## src/rtl/apb_soc_demux.sv

```systemverilog
// APB 1-to-N demultiplexer. An address-rule decoder picks one downstream slave, and a
// registered four-state FSM (IDLE/SETUP/ACCESS/RESP) replays the transfer on that port.
// A per-transfer timeout aborts transfers to slaves that never raise pready.
module apb_soc_demux #(
    parameter int unsigned NUM_SLAVES     = 11,
    parameter int unsigned TIMEOUT_CYCLES = 1024
) (
    input  logic                     clk_i,
    input  logic                     rst_ni,
    // Rule i occupies bits [i*96 +: 96] as {idx, start_addr, end_addr}
    input  logic [NUM_SLAVES*96-1:0] addr_map_i,
    // Upstream request
    input  logic [31:0]              paddr_i,
    input  logic [31:0]              pwdata_i,
    input  logic [3:0]               pstrb_i,
    input  logic                     pwrite_i,
    input  logic                     psel_i,
    input  logic                     penable_i,
    // Upstream response
    output logic [31:0]              prdata_o,
    output logic                     pready_o,
    output logic                     pslverr_o,
    // Downstream request
    output logic [NUM_SLAVES-1:0]    psel_o,
    output logic                     penable_o,
    output logic [31:0]              paddr_o,
    output logic [31:0]              pwdata_o,
    output logic [3:0]               pstrb_o,
    output logic                     pwrite_o,
    // Downstream responses
    input  logic [NUM_SLAVES*32-1:0] prdata_i,
    input  logic [NUM_SLAVES-1:0]    pready_i,
    input  logic [NUM_SLAVES-1:0]    pslverr_i,
    output logic                     timeout_o
);

    localparam int unsigned PortW  = (NUM_SLAVES > 1) ? $clog2(NUM_SLAVES) : 1;
    localparam logic [15:0] CntMax = 16'(TIMEOUT_CYCLES - 1);

    typedef enum logic [1:0] {
        StIdle,
        StSetup,
        StAccess,
        StResp
    } state_e;

    state_e             state_q, state_d;
    logic [PortW-1:0]   port_q, port_d;
    logic [31:0]        paddr_q, paddr_d;
    logic [31:0]        pwdata_q, pwdata_d;
    logic [3:0]         pstrb_q, pstrb_d;
    logic               pwrite_q, pwrite_d;
    logic [31:0]        rdata_q, rdata_d;
    logic               slverr_q, slverr_d;
    logic [15:0]        cnt_q, cnt_d;
    logic               timeout_q, timeout_d;
    // Set when the master abandoned the transfer; its response is then swallowed
    logic               drop_q, drop_d;

    logic               dec_found;
    logic [31:0]        dec_idx;
    logic               dec_hit;

    logic               sel_ready;
    logic               sel_err;
    logic [31:0]        sel_rdata;

    // Address decode: first (lowest-index) matching rule wins, end address exclusive
    always_comb begin
        dec_found = 1'b0;
        dec_idx   = '0;
        for (int unsigned i = 0; i < NUM_SLAVES; i++) begin
            if (!dec_found &&
                (paddr_i >= addr_map_i[i*96+32 +: 32]) &&
                (paddr_i <  addr_map_i[i*96    +: 32])) begin
                dec_found = 1'b1;
                dec_idx   = addr_map_i[i*96+64 +: 32];
            end
        end
        dec_hit = dec_found && (dec_idx < NUM_SLAVES);
    end

    // Mux the response of the currently addressed slave; all other ports are ignored
    always_comb begin
        sel_ready = 1'b0;
        sel_err   = 1'b0;
        sel_rdata = '0;
        for (int unsigned i = 0; i < NUM_SLAVES; i++) begin
            if (port_q == PortW'(i)) begin
                sel_ready = pready_i[i];
                sel_err   = pslverr_i[i];
                sel_rdata = prdata_i[i*32 +: 32];
            end
        end
    end

    // Next-state logic for the transfer FSM and its datapath registers
    always_comb begin
        state_d   = state_q;
        port_d    = port_q;
        paddr_d   = paddr_q;
        pwdata_d  = pwdata_q;
        pstrb_d   = pstrb_q;
        pwrite_d  = pwrite_q;
        rdata_d   = rdata_q;
        slverr_d  = slverr_q;
        cnt_d     = cnt_q;
        timeout_d = 1'b0;
        drop_d    = drop_q;

        unique case (state_q)
            StIdle: begin
                if (psel_i && !penable_i) begin
                    paddr_d  = paddr_i;
                    pwdata_d = pwdata_i;
                    pstrb_d  = pstrb_i;
                    pwrite_d = pwrite_i;
                    drop_d   = 1'b0;
                    cnt_d    = '0;
                    if (dec_hit) begin
                        port_d  = dec_idx[PortW-1:0];
                        state_d = StSetup;
                    end else begin
                        // Decode miss answers straight away with an error
                        rdata_d  = '0;
                        slverr_d = 1'b1;
                        state_d  = StResp;
                    end
                end
            end
            StSetup: begin
                if (!psel_i) begin
                    drop_d = 1'b1;
                end
                state_d = StAccess;
            end
            StAccess: begin
                if (!psel_i) begin
                    drop_d = 1'b1;
                end
                if (sel_ready) begin
                    rdata_d  = sel_rdata;
                    slverr_d = sel_err;
                    state_d  = StResp;
                end else if (cnt_q == CntMax) begin
                    rdata_d   = '0;
                    slverr_d  = 1'b1;
                    timeout_d = 1'b1;
                    state_d   = StResp;
                end else begin
                    cnt_d = cnt_q + 16'd1;
                end
            end
            StResp: begin
                state_d = StIdle;
            end
            default: begin
                state_d = StIdle;
            end
        endcase
    end

    // State and datapath registers
    always_ff @(posedge clk_i or negedge rst_ni) begin
        if (!rst_ni) begin
            state_q   <= StIdle;
            port_q    <= '0;
            paddr_q   <= '0;
            pwdata_q  <= '0;
            pstrb_q   <= '0;
            pwrite_q  <= 1'b0;
            rdata_q   <= '0;
            slverr_q  <= 1'b0;
            cnt_q     <= '0;
            timeout_q <= 1'b0;
            drop_q    <= 1'b0;
        end else begin
            state_q   <= state_d;
            port_q    <= port_d;
            paddr_q   <= paddr_d;
            pwdata_q  <= pwdata_d;
            pstrb_q   <= pstrb_d;
            pwrite_q  <= pwrite_d;
            rdata_q   <= rdata_d;
            slverr_q  <= slverr_d;
            cnt_q     <= cnt_d;
            timeout_q <= timeout_d;
            drop_q    <= drop_d;
        end
    end

    // Downstream select decoded from registered state only, so reset clears it at once
    always_comb begin
        psel_o = '0;
        for (int unsigned i = 0; i < NUM_SLAVES; i++) begin
            if ((state_q == StSetup || state_q == StAccess) && (port_q == PortW'(i))) begin
                psel_o[i] = 1'b1;
            end
        end
        penable_o = (state_q == StAccess);
    end

    // Upstream response is only visible in RESP during the master's access phase
    always_comb begin
        pready_o  = (state_q == StResp) && psel_i && penable_i && !drop_q;
        prdata_o  = pready_o ? rdata_q : 32'h0;
        pslverr_o = pready_o ? slverr_q : 1'b0;
    end

    assign paddr_o   = paddr_q;
    assign pwdata_o  = pwdata_q;
    assign pstrb_o   = pstrb_q;
    assign pwrite_o  = pwrite_q;
    assign timeout_o = timeout_q;

endmodule

```

## config.mk

```make
export PLATFORM = sky130hd
export DESIGN_NAME = apb_soc_demux
export DESIGN_NICKNAME = d
export VERILOG_FILES = /design/src/rtl/apb_soc_demux.sv
export SDC_FILE = /design/constraint.sdc
export NUM_CORES = 2
export LEC_CHECK = 0
export CORE_AREA = 4 4 635 637
export CTS_CLUSTER_SIZE = 20
export DETAILED_ROUTE_END_ITERATION = 6
export DIE_AREA = 0 0 639 641
export PLACE_DENSITY = 0.3
export REMOVE_ABC_BUFFERS = 1
export SYNTH_ARGS = -nofsm -noshare
export SYNTH_HDL_FRONTEND = slang
export SYNTH_SLANG_ARGS = --single-unit
export TNS_END_PERCENT = 100
```

## constraint.sdc

```tcl
create_clock -name clk_i -period 2.8 [get_ports clk_i]
set_input_delay 0.56 -clock clk_i [delete_from_list [all_inputs] [get_ports clk_i]]
set_output_delay 0.56 -clock clk_i [all_outputs]
set_load 0.05 [all_outputs]
```

==> run_results.csv <==
group,metric,value,unit
die,die_area,0.410,mm²
power_and_ir_drop,power_frac_seq,13.7,%
clocking,clkSinkCount,126,
power_and_ir_drop,pwr-share-clk,14.1,%
sta,worstMarginPinSlew,1200,ps
logic_synthesis,synth_edf_count,0,
placement,place_area,0.0567,mm²
critical_path,cp.required,3200,ps
logic_synthesis,async_reset_ff_share,100,%
power_and_ir_drop,internal_power,10600,µW
sta,skew,30.3,ps
die,initial_utilization,6.85,%
worst_hold_path,hold_class,"in -> async",
cells_and_area,fin_area,0.0615,mm²
cells_and_area,drive_above_1_share,23.3,%
power_and_ir_drop,total_leakage_power,0.0268,µW
critical_path,r2r_slack,-400,ps
sta,finalCriticalPeriod,5320,ps
clocking,clockBufferDepth,3,
global_routing,grt_overflow,0,
power_and_ir_drop,powerDensity,321,mW/mm²
critical_path,worstPathCellList,"clkdlybuf4s50_1 > inv_1 > ha_1 > a2111oi_1 > a31oi_1 > buf_4 > a2111o_1 > or2_2 > buf_12 > o41a_1 > nor3_4 > buf_6 > o221ai_2 > a221oi_2 > a21oi_2 > nor4b_2 > buf_4 > nand3_4 > buf_12 > a22o_1",
global_routing,grt_usage,16.9,%
die,io-pin-count,1619,
drt,route.detailed.drc,0,
placement,gp_congestion,0.934,
sta,rsz0062_at_grt,"true",
power_and_ir_drop,ir_drop,0.260,mV
logic_synthesis,ys.flop_type,"dfrtp_1",
sta,clock.fmax,0.188,GHz
logic_synthesis,synth-seq-cells,126,
sta,setup_viol,53,
power_and_ir_drop,switching_share,46.1,%
clocking,clk_latency,550,ps
placement,io_buffers,1618,
die,fp.dieH,641,µm
logic_synthesis,ys_seq_area_share,11.6,%
placement,dp_slack,-4160,ps
drt,drtIter0Drc,2921,
clocking,cts.clk_slew.worst_paths,50,ps
die,fp.coreArea,0.398,mm²
clocking,cts_root_buffer,"clkbuf_16",
logic_synthesis,yosysUniqueCellTypes,87,
sta,slew_headroom,19.4,%
logic_synthesis,synth_area,0.0272,mm²
logic_synthesis,synth_top_area_share,32.0,%
logic_synthesis,syn_area_per_cell,7.75,µm²
clocking,cts_made_buffers,25,
cells_and_area,area_growth,126,%
clocking,cts_tree,"done",
flow_run,cap_violations,0,
drt,vias,39100,
sta,finalWorstSetupSlack,-2520,ps
critical_path,crit_path_max_fanout,8,
die,row_count,232,
critical_path,crit_path_end_kind,"flop",
drt,postRouteAntennaNets,0,
status,violations,"negative setup slack",
cells_and_area,instances_no_fill,11300,
clocking,cts_htree_levels,4,
die,fp.dieW,639,µm
sta,whs,39.3,ps
global_routing,grt_pass1_wl,444,mm
sta,finalCritPeriodShare,190,%
placement,dp_hpwl,329,mm
drt,drt_pass1_iterations,5,
placement,place_inst,11000,
power_and_ir_drop,totalPowerFinal,19700,µW
critical_path,arrival,5720,ps
sta,slew_violations,0,
sta,hold_violations,0,
logic_synthesis,synth_area_leaders,"ha_1 32%, dfrtp_1 12%, inv_1 9.8%, a21oi_1 4.7%, o21ai_0 3.2%",
logic_synthesis,synth_top_area_cell,"ha_1",
drt,wl_per_cell,32.4,µm
status,outcome,"complete, but fails checks",
logic_synthesis,syn_inst,3514,
cells_and_area,final_nets,8074,
global_routing,antenna_found_initial,237,
critical_path,cpMaxStageDelayCell,"o41a_1",
global_routing,grt_max_degree,49,
power_and_ir_drop,switchingPower,9110,µW
critical_path,timing_worst_setup_path_type,"in -> reg",
critical_path,slowest_delay,590,ps
drt,viasPerCell,3.47,
critical_path,critPathLaunchType,"input pin",
power_and_ir_drop,pwr-share-comb,72.2,%
drt,drt_wl_total,365,mm
logic_synthesis,yosys_warnings,0,
global_routing,grt_pass1_vias,40000,
## area by class of cell
| cell class | instances | area, µm² |
|---|---|---|
| repair buffers | 2416 | 24600 |
| well taps | 5265 | 6590 |
| clock inverters | 3 | 15.0 |
| inverters | 710 | 2680 |
| multi-input cells | 2594 | 23500 |
| fillers | 45000 | 336000 |
| flip-flops and latches | 126 | 3160 |
| diodes | 123 | 308 |
| clock buffers | 30 | 664 |
## path summary, 6_finish.rpt
path                            startpoint          end  cells past startpoint
setup / recovery           addr_map_i[869]  rdata_q[16]                     20
hold / removal                      rst_ni  paddr_o[16]                      1
setup reg to reg                 port_q[0]  rdata_q[27]                      8
hold reg to reg                pwdata_o[8]  pwdata_o[8]                      1
max in group asynchronous           rst_ni  rdata_q[30]                      2
min in group clk_i             pwdata_o[8]  pwdata_o[8]                      1
## synthesized netlist by cell type (58+ instances only)
cell type,n
nor2_1,179
inv_1,708
o21ai_0,173
nand4_1,99
dfrtp_1,126
mux2_2,73
clkbuf_1,67
a21o_1,58
a21oi_1,255
nand3_1,80
a22oi_1,60
nand2_1,199
ha_1,698
## logic make-up (layout without fill, tap and decap cells)
| logic type | Yosys count | in the layout | synth area share [%] |
|---|---|---|---|
| AO/OA/AOI/OAI | 951 | 951 | 23.7 |
| XOR/XNOR | 14 | 14 | 0.450 |
| buffers and inverters | 794 | 3159 | 11.1 |
| adder cells (fa/ha/maj) | 698 | 698 | 32.0 |
| AND/OR/NAND/NOR | 820 | 820 | 15.3 |
| flip-flops | 126 | 126 | 11.6 |
| multiplexers | 111 | 111 | 5.84 |
| other | 0 | 123 | 0 |
## flip-flops by register name, summed over array words and instances (netlist names)
name       count
pwrite_o       1
state_q        2
paddr_o       32
drop_q         1
pwdata_o      32
pstrb_o        4
timeout_o      1
port_q         4
cnt_q         16
slverr_q       1
rdata_q       32
## worst max-delay path: cells and delay by family
kind / cells / cell delay (ps)
AO/OA/AOI/OAI: 8 / 2230
buffers and inverters: 7 / 1470
AND/OR/NAND/NOR: 4 / 1070
adder cells (fa/ha/maj): 1 / 320
## power groups by stage
stage / Combinational [µW] / Sequential (µW) / Clock, µW
floorplan: 3310 / 4450 / 0
global placement: 13100 / 2710 / 0
detailed placement: 13100 / 2730 / 0
CTS: 14100 / 2700 / 2900
global route: 15100 / 2770 / 2920
finish: 14300 / 2700 / 2780
## repair_timing
item	4_1_cts	5_1_grt
hold buffers	0	0
hold endpoints to repair	0	0
gates cloned	8	2
resized for setup	461	148
endpoints found under the setup margin	96	57
pin swaps	146	101
buffers inserted	70	27
## layout by cell type (no fill, tap or decap), types with 28 or more instances in the layout
cell	n
ha_1	646
a21o_1	57
nand4_1	99
ha_4	48
dfrtp_1	124
nor3_1	28
buf_12	150
nand3_1	67
a22oi_1	57
nand2_1	185
nor2_1	161
buf_6	66
a31oi_1	30
a21oi_1	227
a22o_1	52
nor4_1	28
mux4_2	31
buf_4	627
diode_2	123
inv_1	678
clkbuf_16	28
o211ai_1	30
mux2_2	73
and2_1	38
clkdlybuf4s50_1	1495
o21ai_0	147
## per-layer routing
layer  vias up  part of all wire, %  global-route usage, %
met4        82                  2.7                   4.03
met1     19100                   43                   21.5
met5         -                 0.13                      0
li1      17700                    -                      -
met2      1847                   47                   28.3
met3       385                  7.4                   4.39
## through the flow
step / util (%) / TNS (ps)
after CTS: 15.1 / -92670
after floorplan: - / -206910
after detailed placement: 14.2 / -170180
final: 15.4 / -97120
after global routing: 15.4 / -102410
after global placement: 14.2 / -177420
Note: power is estimated with default switching activity, not from simulation.
